$ cat src/rtl/mem_stage_if.sv
// Data-memory request/grant/response port between the MEM stage and the memory.
// The stage is the master. Address, data and strobes stay stable while a request waits for grant.
interface mem_stage_if;
  logic        req;
  logic        we;
  logic [63:0] addr;
  logic [63:0] wdata;
  logic [7:0]  wstrb;
  logic        gnt;
  logic        rvalid;
  logic [63:0] rdata;
  logic        err;

  modport master (
    output req, we, addr, wdata, wstrb,
    input  gnt, rvalid, rdata, err
  );

  modport slave (
    input  req, we, addr, wdata, wstrb,
    output gnt, rvalid, rdata, err
  );
endinterface

$ cat src/rtl/mem_stage.sv
// RV64 memory-access pipeline stage: issues loads and stores on the data-memory port,
// stalls upstream while an access is outstanding, and loads the writeback latches.
module mem_stage (
  input  logic        clk,
  input  logic        rst,
  input  logic        mem_v,
  input  logic [31:0] mem_ir,
  input  logic [63:0] mem_npc,
  input  logic [63:0] mem_alu_result,
  input  logic [63:0] mem_rfd,
  input  logic [63:0] mem_csrfd,
  input  logic        mem_exc,
  input  logic [63:0] mem_cause,
  input  logic        wb_squash,
  mem_stage_if.master dmem,
  output logic        mem_stall,
  output logic [4:0]  mem_drid,
  output logic [63:0] mem_ir_old,
  output logic        wb_v,
  output logic [31:0] wb_ir,
  output logic [63:0] wb_npc,
  output logic [63:0] wb_alu_result,
  output logic [63:0] wb_mem_result,
  output logic [63:0] wb_csrfd,
  output logic        wb_cs,
  output logic [63:0] wb_cause
);

  localparam logic [6:0] OP_LOAD  = 7'b0000011;
  localparam logic [6:0] OP_STORE = 7'b0100011;

  typedef enum logic [1:0] {
    S_IDLE,
    S_REQ,
    S_RESP
  } state_t;

  state_t state_reg, state_next;

  // ---------------------------------------------------------------- decode
  logic [6:0] opcode;
  logic [2:0] funct3;
  logic [2:0] offset;
  logic [5:0] sh;
  logic       is_load, is_store, is_mem;
  logic       f3_legal, aligned, live;

  assign opcode   = mem_ir[6:0];
  assign funct3   = mem_ir[14:12];
  assign offset   = mem_alu_result[2:0];
  assign sh       = {offset, 3'b000};
  assign is_load  = (opcode == OP_LOAD);
  assign is_store = (opcode == OP_STORE);
  assign is_mem   = mem_v && (is_load || is_store);
  assign f3_legal = is_load ? (funct3 != 3'b111) : (funct3[2] == 1'b0);

  always_comb begin
    aligned = 1'b1;
    case (funct3[1:0])
      2'd1:    aligned = (offset[0] == 1'b0);
      2'd2:    aligned = (offset[1:0] == 2'b00);
      2'd3:    aligned = (offset == 3'b000);
      default: aligned = 1'b1;
    endcase
  end

  assign live = is_mem && !mem_exc && !wb_squash && f3_legal && aligned;

  // ---------------------------------------------------------------- store lanes
  logic [3:0] n_bytes;
  logic [7:0] lane_strb;

  assign n_bytes = 4'd1 << funct3[1:0];

  generate
    for (genvar gi = 0; gi < 8; gi++) begin : g_lane
      assign lane_strb[gi] = (4'(gi) >= {1'b0, offset}) &&
                             (4'(gi) <  ({1'b0, offset} + n_bytes));
    end
  endgenerate

  // ---------------------------------------------------------------- load extract
  logic [63:0] r_shift;
  logic [63:0] load_data;

  assign r_shift = dmem.rdata >> sh;

  always_comb begin
    load_data = r_shift;
    case (funct3)
      3'b000:  load_data = {{56{r_shift[7]}},  r_shift[7:0]};
      3'b001:  load_data = {{48{r_shift[15]}}, r_shift[15:0]};
      3'b010:  load_data = {{32{r_shift[31]}}, r_shift[31:0]};
      3'b100:  load_data = {56'd0, r_shift[7:0]};
      3'b101:  load_data = {48'd0, r_shift[15:0]};
      3'b110:  load_data = {32'd0, r_shift[31:0]};
      default: load_data = r_shift;
    endcase
  end

  // ---------------------------------------------------------------- exceptions
  logic        exc_flag;
  logic [63:0] exc_cause;

  always_comb begin
    exc_flag  = 1'b0;
    exc_cause = 64'd0;
    if (mem_exc) begin
      exc_flag  = 1'b1;
      exc_cause = mem_cause;
    end else if (is_mem && !f3_legal) begin
      exc_flag  = 1'b1;
      exc_cause = 64'd2;
    end else if (is_mem && !aligned) begin
      exc_flag  = 1'b1;
      exc_cause = is_store ? 64'd6 : 64'd4;
    end else if (state_reg == S_RESP && dmem.rvalid && dmem.err) begin
      exc_flag  = 1'b1;
      exc_cause = is_store ? 64'd7 : 64'd5;
    end
  end

  // ---------------------------------------------------------------- FSM
  logic req_comb;
  logic stall_comb;

  always_ff @(posedge clk or posedge rst) begin
    if (rst) begin
      state_reg <= S_IDLE;
    end else begin
      state_reg <= state_next;
    end
  end

  always_comb begin
    state_next = state_reg;
    req_comb   = 1'b0;
    stall_comb = 1'b0;
    case (state_reg)
      S_IDLE: begin
        req_comb   = live;
        stall_comb = live;
        if (live) begin
          state_next = dmem.gnt ? S_RESP : S_REQ;
        end
      end
      S_REQ: begin
        stall_comb = 1'b1;
        if (wb_squash) begin
          state_next = S_IDLE;
        end else begin
          req_comb = 1'b1;
          if (dmem.gnt) begin
            state_next = S_RESP;
          end
        end
      end
      // Squash is ignored once granted: the response is consumed and retired.
      S_RESP: begin
        stall_comb = !dmem.rvalid;
        if (dmem.rvalid) begin
          state_next = S_IDLE;
        end
      end
      default: begin
        state_next = S_IDLE;
      end
    endcase
  end

  assign dmem.req   = req_comb && !rst;
  assign dmem.we    = is_store;
  assign dmem.addr  = {mem_alu_result[63:3], 3'b000};
  assign dmem.wdata = mem_rfd << sh;
  assign dmem.wstrb = lane_strb;

  assign mem_stall  = stall_comb;
  assign mem_drid   = mem_v ? mem_ir[11:7] : 5'd0;
  assign mem_ir_old = mem_v ? {32'd0, mem_ir} : 64'd0;

  // ---------------------------------------------------------------- writeback latches
  logic        wb_v_next,  wb_v_reg;
  logic [31:0] wb_ir_next, wb_ir_reg;
  logic [63:0] wb_npc_next, wb_npc_reg;
  logic [63:0] wb_alu_next, wb_alu_reg;
  logic [63:0] wb_memr_next, wb_memr_reg;
  logic [63:0] wb_csrfd_next, wb_csrfd_reg;
  logic        wb_cs_next, wb_cs_reg;
  logic [63:0] wb_cause_next, wb_cause_reg;

  always_comb begin
    wb_v_next     = mem_v && !stall_comb && !(wb_squash && state_reg != S_RESP);
    wb_ir_next    = 32'd0;
    wb_npc_next   = 64'd0;
    wb_alu_next   = 64'd0;
    wb_memr_next  = 64'd0;
    wb_csrfd_next = 64'd0;
    wb_cs_next    = 1'b0;
    wb_cause_next = 64'd0;
    if (wb_v_next) begin
      wb_ir_next    = mem_ir;
      wb_npc_next   = mem_npc;
      wb_alu_next   = mem_alu_result;
      wb_csrfd_next = mem_csrfd;
      wb_cs_next    = exc_flag;
      wb_cause_next = exc_cause;
      // Only a load that actually completed a memory transaction produces data.
      if (is_load && state_reg == S_RESP && !exc_flag) begin
        wb_memr_next = load_data;
      end
    end
  end

  always_ff @(posedge clk or posedge rst) begin
    if (rst) begin
      wb_v_reg     <= 1'b0;
      wb_ir_reg    <= 32'd0;
      wb_npc_reg   <= 64'd0;
      wb_alu_reg   <= 64'd0;
      wb_memr_reg  <= 64'd0;
      wb_csrfd_reg <= 64'd0;
      wb_cs_reg    <= 1'b0;
      wb_cause_reg <= 64'd0;
    end else begin
      wb_v_reg     <= wb_v_next;
      wb_ir_reg    <= wb_ir_next;
      wb_npc_reg   <= wb_npc_next;
      wb_alu_reg   <= wb_alu_next;
      wb_memr_reg  <= wb_memr_next;
      wb_csrfd_reg <= wb_csrfd_next;
      wb_cs_reg    <= wb_cs_next;
      wb_cause_reg <= wb_cause_next;
    end
  end

  assign wb_v          = wb_v_reg;
  assign wb_ir         = wb_ir_reg;
  assign wb_npc        = wb_npc_reg;
  assign wb_alu_result = wb_alu_reg;
  assign wb_mem_result = wb_memr_reg;
  assign wb_csrfd      = wb_csrfd_reg;
  assign wb_cs         = wb_cs_reg;
  assign wb_cause      = wb_cause_reg;

endmodule

$ cat src/flat_wrapper.sv
// flat-port wrapper written by rule: the top's interface ports become plain ports
module mem_stage_flat 
  (clk, rst, mem_v, mem_ir, mem_npc, mem_alu_result, mem_rfd, mem_csrfd, mem_exc, mem_cause, wb_squash, mem_stall, mem_drid, mem_ir_old, wb_v, wb_ir, wb_npc, wb_alu_result, wb_mem_result, wb_csrfd, wb_cs, wb_cause, dmem_req, dmem_we, dmem_addr, dmem_wdata, dmem_wstrb, dmem_gnt, dmem_rvalid, dmem_rdata, dmem_err);
  mem_stage_if dmem_i ();
  input  logic clk;
  input  logic rst;
  input  logic mem_v;
  input  logic [31:0] mem_ir;
  input  logic [63:0] mem_npc;
  input  logic [63:0] mem_alu_result;
  input  logic [63:0] mem_rfd;
  input  logic [63:0] mem_csrfd;
  input  logic mem_exc;
  input  logic [63:0] mem_cause;
  input  logic wb_squash;
  output logic mem_stall;
  output logic [4:0] mem_drid;
  output logic [63:0] mem_ir_old;
  output logic wb_v;
  output logic [31:0] wb_ir;
  output logic [63:0] wb_npc;
  output logic [63:0] wb_alu_result;
  output logic [63:0] wb_mem_result;
  output logic [63:0] wb_csrfd;
  output logic wb_cs;
  output logic [63:0] wb_cause;
  output wire logic [$bits(dmem_i.req)-1:0] dmem_req;
  output wire logic [$bits(dmem_i.we)-1:0] dmem_we;
  output wire logic [$bits(dmem_i.addr)-1:0] dmem_addr;
  output wire logic [$bits(dmem_i.wdata)-1:0] dmem_wdata;
  output wire logic [$bits(dmem_i.wstrb)-1:0] dmem_wstrb;
  input wire logic [$bits(dmem_i.gnt)-1:0] dmem_gnt;
  input wire logic [$bits(dmem_i.rvalid)-1:0] dmem_rvalid;
  input wire logic [$bits(dmem_i.rdata)-1:0] dmem_rdata;
  input wire logic [$bits(dmem_i.err)-1:0] dmem_err;
  assign dmem_req = dmem_i.req;
  assign dmem_we = dmem_i.we;
  assign dmem_addr = dmem_i.addr;
  assign dmem_wdata = dmem_i.wdata;
  assign dmem_wstrb = dmem_i.wstrb;
  assign dmem_i.gnt = dmem_gnt;
  assign dmem_i.rvalid = dmem_rvalid;
  assign dmem_i.rdata = dmem_rdata;
  assign dmem_i.err = dmem_err;
  mem_stage u_core (.clk(clk), .rst(rst), .mem_v(mem_v), .mem_ir(mem_ir), .mem_npc(mem_npc), .mem_alu_result(mem_alu_result), .mem_rfd(mem_rfd), .mem_csrfd(mem_csrfd), .mem_exc(mem_exc), .mem_cause(mem_cause), .wb_squash(wb_squash), .dmem(dmem_i), .mem_stall(mem_stall), .mem_drid(mem_drid), .mem_ir_old(mem_ir_old), .wb_v(wb_v), .wb_ir(wb_ir), .wb_npc(wb_npc), .wb_alu_result(wb_alu_result), .wb_mem_result(wb_mem_result), .wb_csrfd(wb_csrfd), .wb_cs(wb_cs), .wb_cause(wb_cause));
endmodule
$ cat config.mk
export PLATFORM = sky130hd
export DESIGN_NAME = mem_stage_flat
export DESIGN_NICKNAME = d
export VERILOG_FILES = /design/src/rtl/mem_stage_if.sv /design/src/rtl/mem_stage.sv /design/src/flat_wrapper.sv
export SDC_FILE = /design/constraint.sdc
export NUM_CORES = 1
export LEC_CHECK = 0
export CAP_MARGIN = 25
export CORE_AREA = 2 2 380 382
export DETAILED_ROUTE_END_ITERATION = 12
export DIE_AREA = 0 0 382 384
export SETUP_SLACK_MARGIN = 0.15
export SLEW_MARGIN = 20
export SYNTH_ARGS = -nofsm -noshare
export SYNTH_HDL_FRONTEND = slang
export SYNTH_SLANG_ARGS = --single-unit
$ cat constraint.sdc
create_clock -name clk -period 13.38 [get_ports clk]
set_clock_uncertainty 0.2 [all_clocks]
set_input_delay 1.338 -clock clk [delete_from_list [all_inputs] [get_ports clk]]
set_output_delay 1.338 -clock clk [all_outputs]
set_load 0.05 [all_outputs]
==> results.md, run 1 <==
- Status: completed
- WP data arrival: 4.95 ns
- Start point of the critical path: mem_ir[12]
- Main synth FF type: dfrtp_1
- Mapped Cells: roughly 1500
- DIE AREA: 0.147 mm²
- Switch Pwr: 1.01 mW
- Max IR drop VDD: 81.5 µV
- Vias per cell: 3.45
- Remaining Overflow, GRT: 0
- Post-synth EDFFs: 0
- Post-synth top area cell: dfrtp_1
- Final hold viol count: 0
- Distinct cells, synth: 59
- Initial Utilization: roughly 12%
- Worst R2R Setup Slack: 9.76 ns
- Crit path to: dmem_wstrb[1]
- Setup crit end kind: primary output
- Worst-margin pin slew: 1.01 ns
- Register share of total power: 36.3%
- Logic pwr share: 26.2%
- MaxCap Viol Count: 0
- Sum Neg Setup Slack: 0 ns
- Critical setup path kind: primary input to primary output
- Cts hold-fix bufs: 0
- Drt first pass iters: 5
- Clock power share: 37.5%
- Num rows: roughly 140
- Area Overhead vs Synth: 74.4%
- CTS H-tree depth: 2
- Flops & latches, synth: 356
- Synth cell count leaders: 356 x dfrtp_1, 333 x and2_1, 107 x buf_4, 84 x a21oi_1, 82 x nor2_1
- Final ANT Viol Nets: 0
- Post-CTS setup buffer count: 0
- RSZ-0062 raised after global routing: false
- Share of the synthesized area in the top cell type: 54.1%
- Tcrit/Tclk final: 48.5%
- Final nets: 2725
- Post-layout util: 20.1%
- Routed wire length: around 110000 µm
- PwrDens: 107 mW/mm²
- Iter 0 DRT Violations: between 800 and 900
- Final Setup Violations: 0
- Vias in the first global route: between 10000 and 15000
- Fin. max-slew vios: 0
- Die height: 384 µm
- Worst R2R Path Depth: 7
- HP Class: flip-flop to flip-flop
- CP required: 11.84 ns
- Global-route wire length before repair: 145000 µm
- P_int: 2.07 mW
- Largest cells by area after synthesis: dfrtp_1 54%, and2_1 13%, buf_4 4.9%
- CTS Buffer Depth: 3
- Initial antenna violation count: 79
- Clock latency on the worst-skew pair: 0.55 ns
- CTS buffer count: roughly 40
- R2R Path Start: u_core.state_reg[1]
- GPL Wtd Cong: 0.905
- Synth warnings: 0
- Register area share after synthesis: 54.1%
- Crit path max fanout: 9
- Die width: 382 µm
- DRC: 0
- R2r endpoint: u_core.wb_alu_result[42]
- # IOs: 986
- Post-CTS sizing: 0
- LEAKAGE: approximately 12 nW
- Routed wire length per instance: roughly 27 µm
- F_max: ~150 MHz
- Slew headroom: between 30% and 40%
- Layout cells sized above 1: under 10%
- CTS tree: yes
- Worst-path clk slew: ~0.060 ns
- Largest net degree at the start of global routing: 115
- Mapped cell area: around 0.016 mm²
- Avg Cell Area, Syn: 11.3 µm²
- Minimum clock period: around 6.5 ns
- Vias post-DR: 14700
- Root Driver: clkbuf_16
- Sink Count: 356
- Switching Fraction: 32.9%
- Overall routing resource usage: roughly 15%
- Worst Setup Start Kind: primary input
- DP Wirelength: 95700 µm
- Core footprint: between 0.1 and 0.15 mm²
- Async SR Flop Fraction: 100%
- Most frequent cell after synthesis: dfrtp_1
- I/O Buffers: 950
[per-stage QoR]
stage / cells / hold WS (ns) / setup slack (ns) / total power [mW] / area (µm²)
global placement: 4155 / 0.397 / 6.92 / 1.95 / 27300
global route: 4235 / 0.498 / 6.70 / 3.21 / 28700
floorplan: 1486 / 0.357 / 1.97 / 1.59 / 16600
finish: 4245 / 0.451 / 6.90 / 3.08 / 28700
CTS: 4229 / 0.448 / 6.87 / 3.14 / 28600
detailed placement: 4155 / 0.430 / 6.89 / 1.95 / 27300
[layout make-up]
type                            instances  area, µm²
Antenna cell                           14       35.0
Timing Repair Buffer                  974       9720
Clock inverter                         17        174
Tap cell                             1903       2380
Fill cell                           15600     114000
Clock buffer                           57       1190
Sequential cell                       356       8910
Inverter                               21       91.3
Multi-Input combinational cell        903       6240
[per-layer routing]
layer | global-route usage (%) | wire length [µm] | vias up
met1 | 16.9 | 42800 | 7290
met3 | 5.29 | 10300 | 166
li1 | - | - | 6406
met5 | 0 | 378 | -
met2 | 26.1 | 57400 | 738
met4 | 3.16 | 2350 | 60
[placed cells by master (no fill, tap or decap), types with 27 or more instances in the layout]
master / count
and2_1: 333
clkbuf_16: 42
clkdlybuf4s50_1: 945
mux2_2: 42
dfrtp_1: 356
nor2_1: 81
mux4_2: 30
a21oi_1: 84
mux2i_1: 60
o21ai_0: 27
o22ai_1: 28
conb_1: 35
nand2_1: 46
[worst max-delay path, cell delays in order]
cell	delay [ns]
clkdlybuf4s50_1	0.40
buf_4	0.21
or2_1	0.44
inv_1	0.19
ha_1	0.19
inv_1	0.06
fa_1	0.43
nand2b_1	0.17
o22ai_1	0.48
a21oi_1	0.16
clkdlybuf4s50_1	0.81
[how the worst min path moves through the flow]
stage                             start                   to  slack [ns]  cells after the start
global placement    u_core.state_reg[1]  u_core.state_reg[0]        0.40                      1
finish              u_core.state_reg[1]  u_core.state_reg[0]        0.45                      1
floorplan           u_core.state_reg[1]  u_core.state_reg[0]        0.36                      2
CTS                 u_core.state_reg[1]  u_core.state_reg[0]        0.45                      1
global route        u_core.state_reg[1]  u_core.state_reg[0]        0.50                      1
detailed placement  u_core.state_reg[1]  u_core.state_reg[0]        0.43                      1
[power groups by stage]
stage	registers (mW)	clock network (mW)	logic (mW)
2_1_floorplan	1.25	0	0.344
3_3_place_gp	1.14	0	0.812
3_5_place_dp	1.14	0	0.811
4_1_cts	1.12	1.21	0.815
5_1_grt	1.12	1.25	0.842
6_report	1.12	1.16	0.806
[cells by family (layout without fill, tap and decap cells)]
logic type               count (synthesis)  count (layout)  share of synthesized area (%)
multiplexers                           132             132                           10.6
AO/OA/AOI/OAI                          188             188                           6.97
XOR/XNOR                                 4               4                          0.213
buffers and inverters                  227            1069                           8.97
other                                    1              49                         0.0228
AND/OR/NAND/NOR                        540             540                           18.8
flip-flops                             356             356                           54.1
adder cells (fa/ha/maj)                  4               4                          0.349
Note: power is estimated with default switching activity, not from simulation.
==> run 2: changes to the inputs <==
--- a/config.mk
+++ b/config.mk
@@ -6,9 +6,9 @@
 export NUM_CORES = 1
 export LEC_CHECK = 0
 export CAP_MARGIN = 25
-export CORE_AREA = 2 2 380 382
+export CORE_AREA = 2 2 389 391
 export DETAILED_ROUTE_END_ITERATION = 12
-export DIE_AREA = 0 0 382 384
+export DIE_AREA = 0 0 391 393
 export SETUP_SLACK_MARGIN = 0.15
 export SLEW_MARGIN = 20
 export SYNTH_ARGS = -nofsm -noshare
==> constraint.sdc (replaced) <==
create_clock -name clk -period 5.3 [get_ports clk]
set_clock_uncertainty 0.2 [all_clocks]
set_input_delay 0.53 -clock clk [delete_from_list [all_inputs] [get_ports clk]]
set_output_delay 0.53 -clock clk [all_outputs]
set_load 0.05 [all_outputs]
==> run 2 against run 1 <==
  * Sequential power rose to 2.5 times the previous value
  * Combinational power rose to 2.6 times the previous value
  * Utilization fell by 0.58 points
  * Highest routed layer unchanged
  * Clock power rose to 2.8 times the previous value
  * Count of clock-buffer cells in the layout rose by 1
  * Critical endpoint is now dmem_wstrb[2]
  * Total power rose to 2.6 times the previous value
  * Largest power group unchanged
  * Routed wire length rose by 2.7%
  * Die area rose by 4.8%
  * Sequential cell count did not move
  * First-iteration DRC count rose by 45%
  * Register-to-register slack got worse by 7.4 ns
==> results.md, run 2 (synthesis results as in run 1) <==
- CP cell instances: clkdlybuf4s50_1, or2_1, inv_1, ha_1, inv_1, fa_1, nand2b_1, o22ai_1, a221oi_1, buf_12
- Worst-path clk slew: 0.06 ns (about the same)
- Root Driver: clkbuf_16
- PwrDens: 279 mW/mm² (+160%)
- Met1 Track Usage GR: 16.8% (-0.075 points)
- LEAKAGE: 12.0 nW (+1.9%)
- Final nets: 2742 (+0.62%)
- Cts hold-fix bufs: 0 (unchanged)
- DRC: 0 (unchanged)
- Remaining Overflow, GRT: 0 (unchanged)
- Iter 0 DRT Violations: 1214 (+45%)
- F_max: 230 MHz
- Global-route wire length before repair: 147000 µm (+1.9%)
- Layout cells sized above 1: 10.1% (+1.8 points)
- GPL Wtd Cong: 0.930 (+2.8%)
- Worst Setup Start Kind: primary input
- Num rows: 142 (+2.2%)
- Worst hold slack: 0.255 ns (-0.196 ns)
- Sink Count: 356 (unchanged)
- Die height: 393 µm (+2.3%)
- Area Overhead vs Synth: 77.1%
- Setup crit end kind: primary output
- Critical setup path kind: primary input to primary output
- Drt first pass iters: 5 (unchanged)
- Most common cell after layout, fill and taps aside: clkdlybuf4s50_1
- CTS H-tree depth: 2 (unchanged)
- CTS tree: yes
- Final Setup Violations: 0 (unchanged)
- # IOs: 986 (unchanged)
- Met3 Track Usage GR: 4.45% (-0.83 points)
- Post-CTS setup buffer count: 0 (unchanged)
- MaxCap Viol Count: 0 (unchanged)
- Max IR drop VDD: 215 µV (+160%)
- Routed wire length per instance: 27.0 µm (+1.3%)
- Most used cell, CP: inv_1
- Vias in the first global route: 14900 (+1.1%)
- CTS buffer count: 47 (+15%)
- Initial Utilization: 11.0% (-0.50 points)
- Vias per cell: 3.48 (+0.77%)
- Critical-path top delay cell: clkdlybuf4s50_1
- Routed wire length: 116000 µm (+2.7%)
- Commonest non-fill, non-tap cells in the layout: 919 x clkdlybuf4s50_1, 356 x dfrtp_1, 333 x and2_1, 84 x a21oi_1, 81 x nor2_1
- Initial antenna violation count: 72 (-8.9%)
- Crit path max fanout: 4 (-5)
- CTS Buffer Depth: 3 (unchanged)
- Die width: 391 µm (+2.4%)
- Minimum clock period: 4.35 ns
- Final hold viol count: 0 (unchanged)
- DIE AREA: 0.154 mm² (+4.8%)
- DP Wirelength: 98000 µm (+2.5%)
- Final ANT Viol Nets: 0 (unchanged)
- Tcrit/Tclk final: 82.1%
- Post-layout util: 19.5% (-0.58 points)
- RSZ-0062 raised after global routing: false
- Overall routing resource usage: 14.4% (-0.30 points)
- Slew headroom: 37.1% (+4.4 points)
- Max stage delay on crit path: 0.77 ns (-0.04 ns)
- WP data arrival: 3.62 ns (-1.33 ns)
- Met2 Resource Use GR: 25.4% (-0.72 points)
- Fin. max-slew vios: 0 (unchanged)
- HP Class: primary input to flip-flop
- Status: completed
- CP required: 4.57 ns (-7.27 ns)
- Core footprint: 0.149 mm² (+4.5%)
- Largest net degree at the start of global routing: 133 (+16%)
- Vias post-DR: 15000 (+2.1%)
- Clock latency on the worst-skew pair: 0.62 ns (+0.07 ns)
- Post-CTS sizing: 0 (unchanged)
- I/O Buffers: 950 (unchanged)
- Worst-margin pin slew: 0.943 ns (-0.0632 ns)
- GRT busiest layer: met2
[run 2: cell count changes in the layout (fill, tap and decap cells not counted), sizes merged]
cell | before | now
clkdlybuf4s50 | 945 | 919
clkbuf | 57 | 58
clkinv | 12 | 13
clkinvlp | 1 | 2
buf | 29 | 66
inv | 23 | 29
diode | 14 | 11
[run 2: final timing paths]
kind / startpoint / to / cells past startpoint / slack [ns]
max: mem_ir[12] / dmem_wstrb[2] / 10 / 0.95
min in group asynchronous: rst / u_core.wb_cause[38] / 3 / 0.39
min reg2reg: u_core.state_reg[1] / u_core.state_reg[0] / 1 / 0.42
max in group asynchronous: rst / u_core.wb_cause[32] / 3 / 3.83
min: mem_npc[46] / u_core.wb_npc[46] / 2 / 0.25
max reg2reg: u_core.state_reg[1] / u_core.wb_mem_result[58] / 6 / 2.41
[run 2: worst max-delay path: cells and delay by family]
kind            cells  cell delay [ns]
fa+ha+maj           2             0.62
compound gates      2             0.71
buf+inv             4             1.16
simple gates        2             0.58
[run 2: metal layers]
metal	vias up	wire length, µm
li1	6446	-
met5	-	264
met4	42	3600
met1	7497	44400
met3	166	9840
met2	824	58200
[run 2: through the flow]
| step | instance area [µm²] | setup TNS, ns | worst slack [ns] | power, mW | cells |
|---|---|---|---|---|---|
| 2_1_floorplan | 16600 | -71.32 | -0.200 | 4.02 | 1486 |
| 3_3_place_gp | 27600 | 0 | 0.881 | 4.99 | 4208 |
| 3_5_place_dp | 27600 | 0 | 0.952 | 4.99 | 4208 |
| 4_1_cts | 29100 | 0 | 0.940 | 8.27 | 4291 |
| 5_1_grt | 29100 | 0 | 0.856 | 8.43 | 4295 |
| 6_report | 29200 | 0 | 0.947 | 8.13 | 4303 |
[run 2: power breakdown]
part | internal, mW | switching (mW) | leakage, nW | total [mW]
sequential | 2.80 | 0.0302 | 4.84 | 2.83
clock | 1.80 | 1.41 | 0.744 | 3.20
combinational | 0.778 | 1.32 | 6.44 | 2.10
total | 5.37 | 2.76 | 12.0 | 8.13
[run 2: layout make-up]
| cell class | instances | area, µm² |
|---|---|---|
| antenna | 11 | 27.5 |
| clock buffer | 58 | 1250 |
| clock inverter | 25 | 250 |
| fill | 16300 | 120000 |
| inverter | 21 | 87.6 |
| multi-input combinational | 903 | 6240 |
| sequential | 356 | 8910 |
| tap | 1944 | 2430 |
| timing repair buffer | 985 | 9970 |
==> run 3: changes to the inputs <==
--- a/config.mk
+++ b/config.mk
@@ -6,9 +6,9 @@
 export NUM_CORES = 1
 export LEC_CHECK = 0
 export CAP_MARGIN = 25
-export CORE_AREA = 2 2 389 391
+export CORE_AREA = 2 2 380 382
 export DETAILED_ROUTE_END_ITERATION = 12
-export DIE_AREA = 0 0 391 393
+export DIE_AREA = 0 0 382 384
 export SETUP_SLACK_MARGIN = 0.15
 export SLEW_MARGIN = 20
 export SYNTH_ARGS = -nofsm -noshare
==> constraint.sdc (replaced) <==
create_clock -name clk -period 4.5 [get_ports clk]
set_clock_uncertainty 0.2 [all_clocks]
set_input_delay 0.45 -clock clk [delete_from_list [all_inputs] [get_ports clk]]
set_output_delay 0.45 -clock clk [all_outputs]
set_load 0.05 [all_outputs]
==> run 3 against run 2 <==
  * Sequential share of layout area fell by 0.072 points
  * Via count fell by 1.4%
  * Routed wire length decreased by 6.8%
  * Count of clock-buffer cells in the layout unchanged
  * Sequential cell count did not move
  * Global-route usage down 0.30 points
  * Utilization grew 0.93 points
  * Register-to-register slack got worse by 0.87 ns
  * Worst hold slack worse by 0.12 ns
  * Total power is 16% higher
  * Clock power increased by 15%
  * Critical path depth is 1 higher
  * Highest routed layer unchanged
==> results.md, run 3 (synthesis results as in run 1) <==
- CTS Buffer Depth: 3 (unchanged)
- Die height: 384 µm (-2.3%)
- Clock latency on the worst-skew pair: 0.61 ns (about the same)
- Final Setup Violations: 0 (unchanged)
- CTS buffer count: 44 (-6.4%)
- Vias post-DR: 14800 (-1.4%)
- Dpl ws: 0.560 ns (-0.393 ns)
- Tcrit/Tclk final: 88.1%
- Max stage delay on crit path: 0.46 ns (-0.31 ns)
- CTS H-tree depth: 2 (unchanged)
- Vias in the first global route: 14900 (+0.15%)
- # IOs: 986 (unchanged)
- Drt first pass iters: 5 (unchanged)
- Die width: 382 µm (-2.3%)
- Num rows: 139 (-2.1%)
- Logic pwr share: 26.0% (+0.2 points)
- Vias per cell: 3.47 (-0.36%)
- Final hold viol count: 0 (unchanged)
- Clock power share: 38.9% (-0.5 points)
- Switch Pwr: 3.10 mW (+12%)
- Initial antenna violation count: 66 (-8.3%)
- Family with the most delay on the worst path: buffers and inverters
- CP cell instances: clkdlybuf4s50_1, buf_4, or2_1, inv_1, ha_1, inv_1, fa_1, nand2b_1, o22ai_1, a21boi_0, buf_12
- Critical-path top delay cell: o22ai_1
- Worst hold slack: 0.140 ns (-0.115 ns)
- Remaining Overflow, GRT: 0 (unchanged)
- Slew headroom: 35.9% (-1.2 points)
- Worst-path clk slew: 0.06 ns (about the same)
- WP data arrival: 3.31 ns (-0.31 ns)
- Post-CTS sizing: 0 (unchanged)
- Minimum clock period: roughly 4.0 ns
- GPL Wtd Cong: 0.896 (-3.7%)
- Root Driver: clkbuf_16
- Worst Setup Start Kind: primary input
- Post-layout util: 20.5% (+0.93 points)
- DP Wirelength: 91400 µm (-6.8%)
- PnR Total Power: 9.46 mW (+16%)
- Start point of the critical path: mem_ir[12]
- Inst Count DP: 4173 (-0.83%)
- Cts hold-fix bufs: 0 (unchanged)
- HP Class: primary input to async pin
- Final ANT Viol Nets: 0 (unchanged)
- Routed wire length: 108000 µm (-6.8%)
- Switching Fraction: 32.8% (-1.1 points)
- Layout cells sized above 1: 10.4% (+0.30 points)
- Sink Count: 356 (unchanged)
- Finished Cell Area: 0.0292 mm² (+0.24%)
- Worst R2R Path Depth: 5 (-1)
- P_int: 6.36 mW (+18%)
- Most common cell after layout, fill and taps aside: clkdlybuf4s50_1
- CTS tree: yes
- Fill count: 15400 (-5.2%)
- Status: completed
- F_max: between 200 and 300 MHz
- Register share of total power: 35.2% (+0.4 points)
- RSZ-0062 raised after global routing: false
- Worst-margin pin slew: 0.957 ns (+0.0136 ns)
- Iter 0 DRT Violations: 951 (-22%)
- Setup crit end kind: primary output
- Core footprint: 0.143 mm² (-4.3%)
- Global-route wire length before repair: 140000 µm (-4.7%)
- Largest net degree at the start of global routing: 133 (unchanged)
- Buf/Inv on CP: 5 (+1)
- I/O Buffers: 950 (unchanged)
- Max IR drop VDD: 226 µV (+4.8%)
- Most used cell, CP: inv_1
- Critical path depth in cells: 11 (+1)
- Fin. max-slew vios: 0 (unchanged)
- Sum Neg Setup Slack: 0 ns (unchanged)
- Critical setup path kind: primary input to primary output
- Post-CTS setup buffer count: 0 (unchanged)
- R2R Path Start: u_core.state_reg[1]
- Overall routing resource usage: 14.1% (-0.30 points)
- Routed wire length per instance: 25.4 µm (-5.9%)
- PwrDens: 323 mW/mm² (+16%)
- PnR worst setup slack: 0.537 ns (-0.409 ns)
- LEAKAGE: 12.1 nW (+0.33%)
- Crit path max fanout: 9 (+5)
- Post-DP Area: 0.0277 mm² (+0.43%)
- CP required: 3.85 ns (-0.72 ns)
- Initial Utilization: 11.5% (+0.50 points)
- Commonest non-fill, non-tap cells in the layout: 916 x clkdlybuf4s50_1, 356 x dfrtp_1, 333 x and2_1, 84 x a21oi_1, 81 x nor2_1
- DIE AREA: 0.147 mm² (-4.5%)
- MaxCap Viol Count: 0 (unchanged)
- Final Non-Filler Cells: 4259 (-1.0%)
- DRC: 0 (unchanged)
- Final nets: 2744 (+0.073%)
- Area Overhead vs Synth: 77.5%
==> run 3: changes by cell type in the layout (fill, tap and decap cells not counted), sizes merged <==
| cell | before | now |
|---|---|---|
| buf | 66 | 74 |
| clkinv | 13 | 9 |
| inv | 29 | 25 |
| clkdlybuf4s50 | 919 | 916 |
| clkinvlp | 2 | 4 |
| diode | 11 | 9 |
==> run 3: worst register-to-register path: stages (launching register included) <==
cell     delay, ns
dfrtp_1       0.48
nor2b_1       0.20
o32ai_1       0.37
and4_1        0.32
nand4_4       0.52
nor3_1        0.69
==> run 3: worst paths after layout <==
path	end	slack, ns
hold reg to reg	u_core.state_reg[0]	0.44
max in group asynchronous	u_core.wb_npc[5]	2.81
min in group clk	u_core.wb_ir[13]	0.15
setup reg to reg	u_core.wb_mem_result[57]	1.54
hold / removal	u_core.wb_cause[63]	0.14
setup / recovery	dmem_wstrb[0]	0.54
==> run 3: layout make-up <==
| class | instances | area (µm²) | area share (%) |
|---|---|---|---|
| Antenna cell | 9 | 22.5 | 0.0770 |
| Clock buffer | 58 | 1270 | 4.36 |
| Clock inverter | 19 | 198 | 0.676 |
| Inverter | 21 | 87.6 | 0.300 |
| Multi-Input combinational cell | 903 | 6240 | 21.3 |
| Sequential cell | 356 | 8910 | 30.5 |
| Tap cell | 1903 | 2380 | 8.14 |
| Timing Repair Buffer | 990 | 10100 | 34.6 |
==> run 3: power by group through the flow <==
stage | registers (mW) | clock network [mW] | logic, mW
after detailed placement | 3.38 | 0 | 2.47
final | 3.32 | 3.68 | 2.46
after CTS | 3.33 | 3.82 | 2.49
after global placement | 3.38 | 0 | 2.47
after floorplan | 3.72 | 0 | 1.02
after global routing | 3.33 | 3.94 | 2.56
==> run 3: metal layers <==
layer	part of all wire [%]	vias to the layer above	routed length [µm]	global-route usage (%)
li1	-	6454	-	-
met1	38	7351	41400	16.6
met2	49	775	53600	24.5
met3	9.4	145	10200	4.95
met4	2.7	44	2880	3.52
met5	0.25	-	276	0
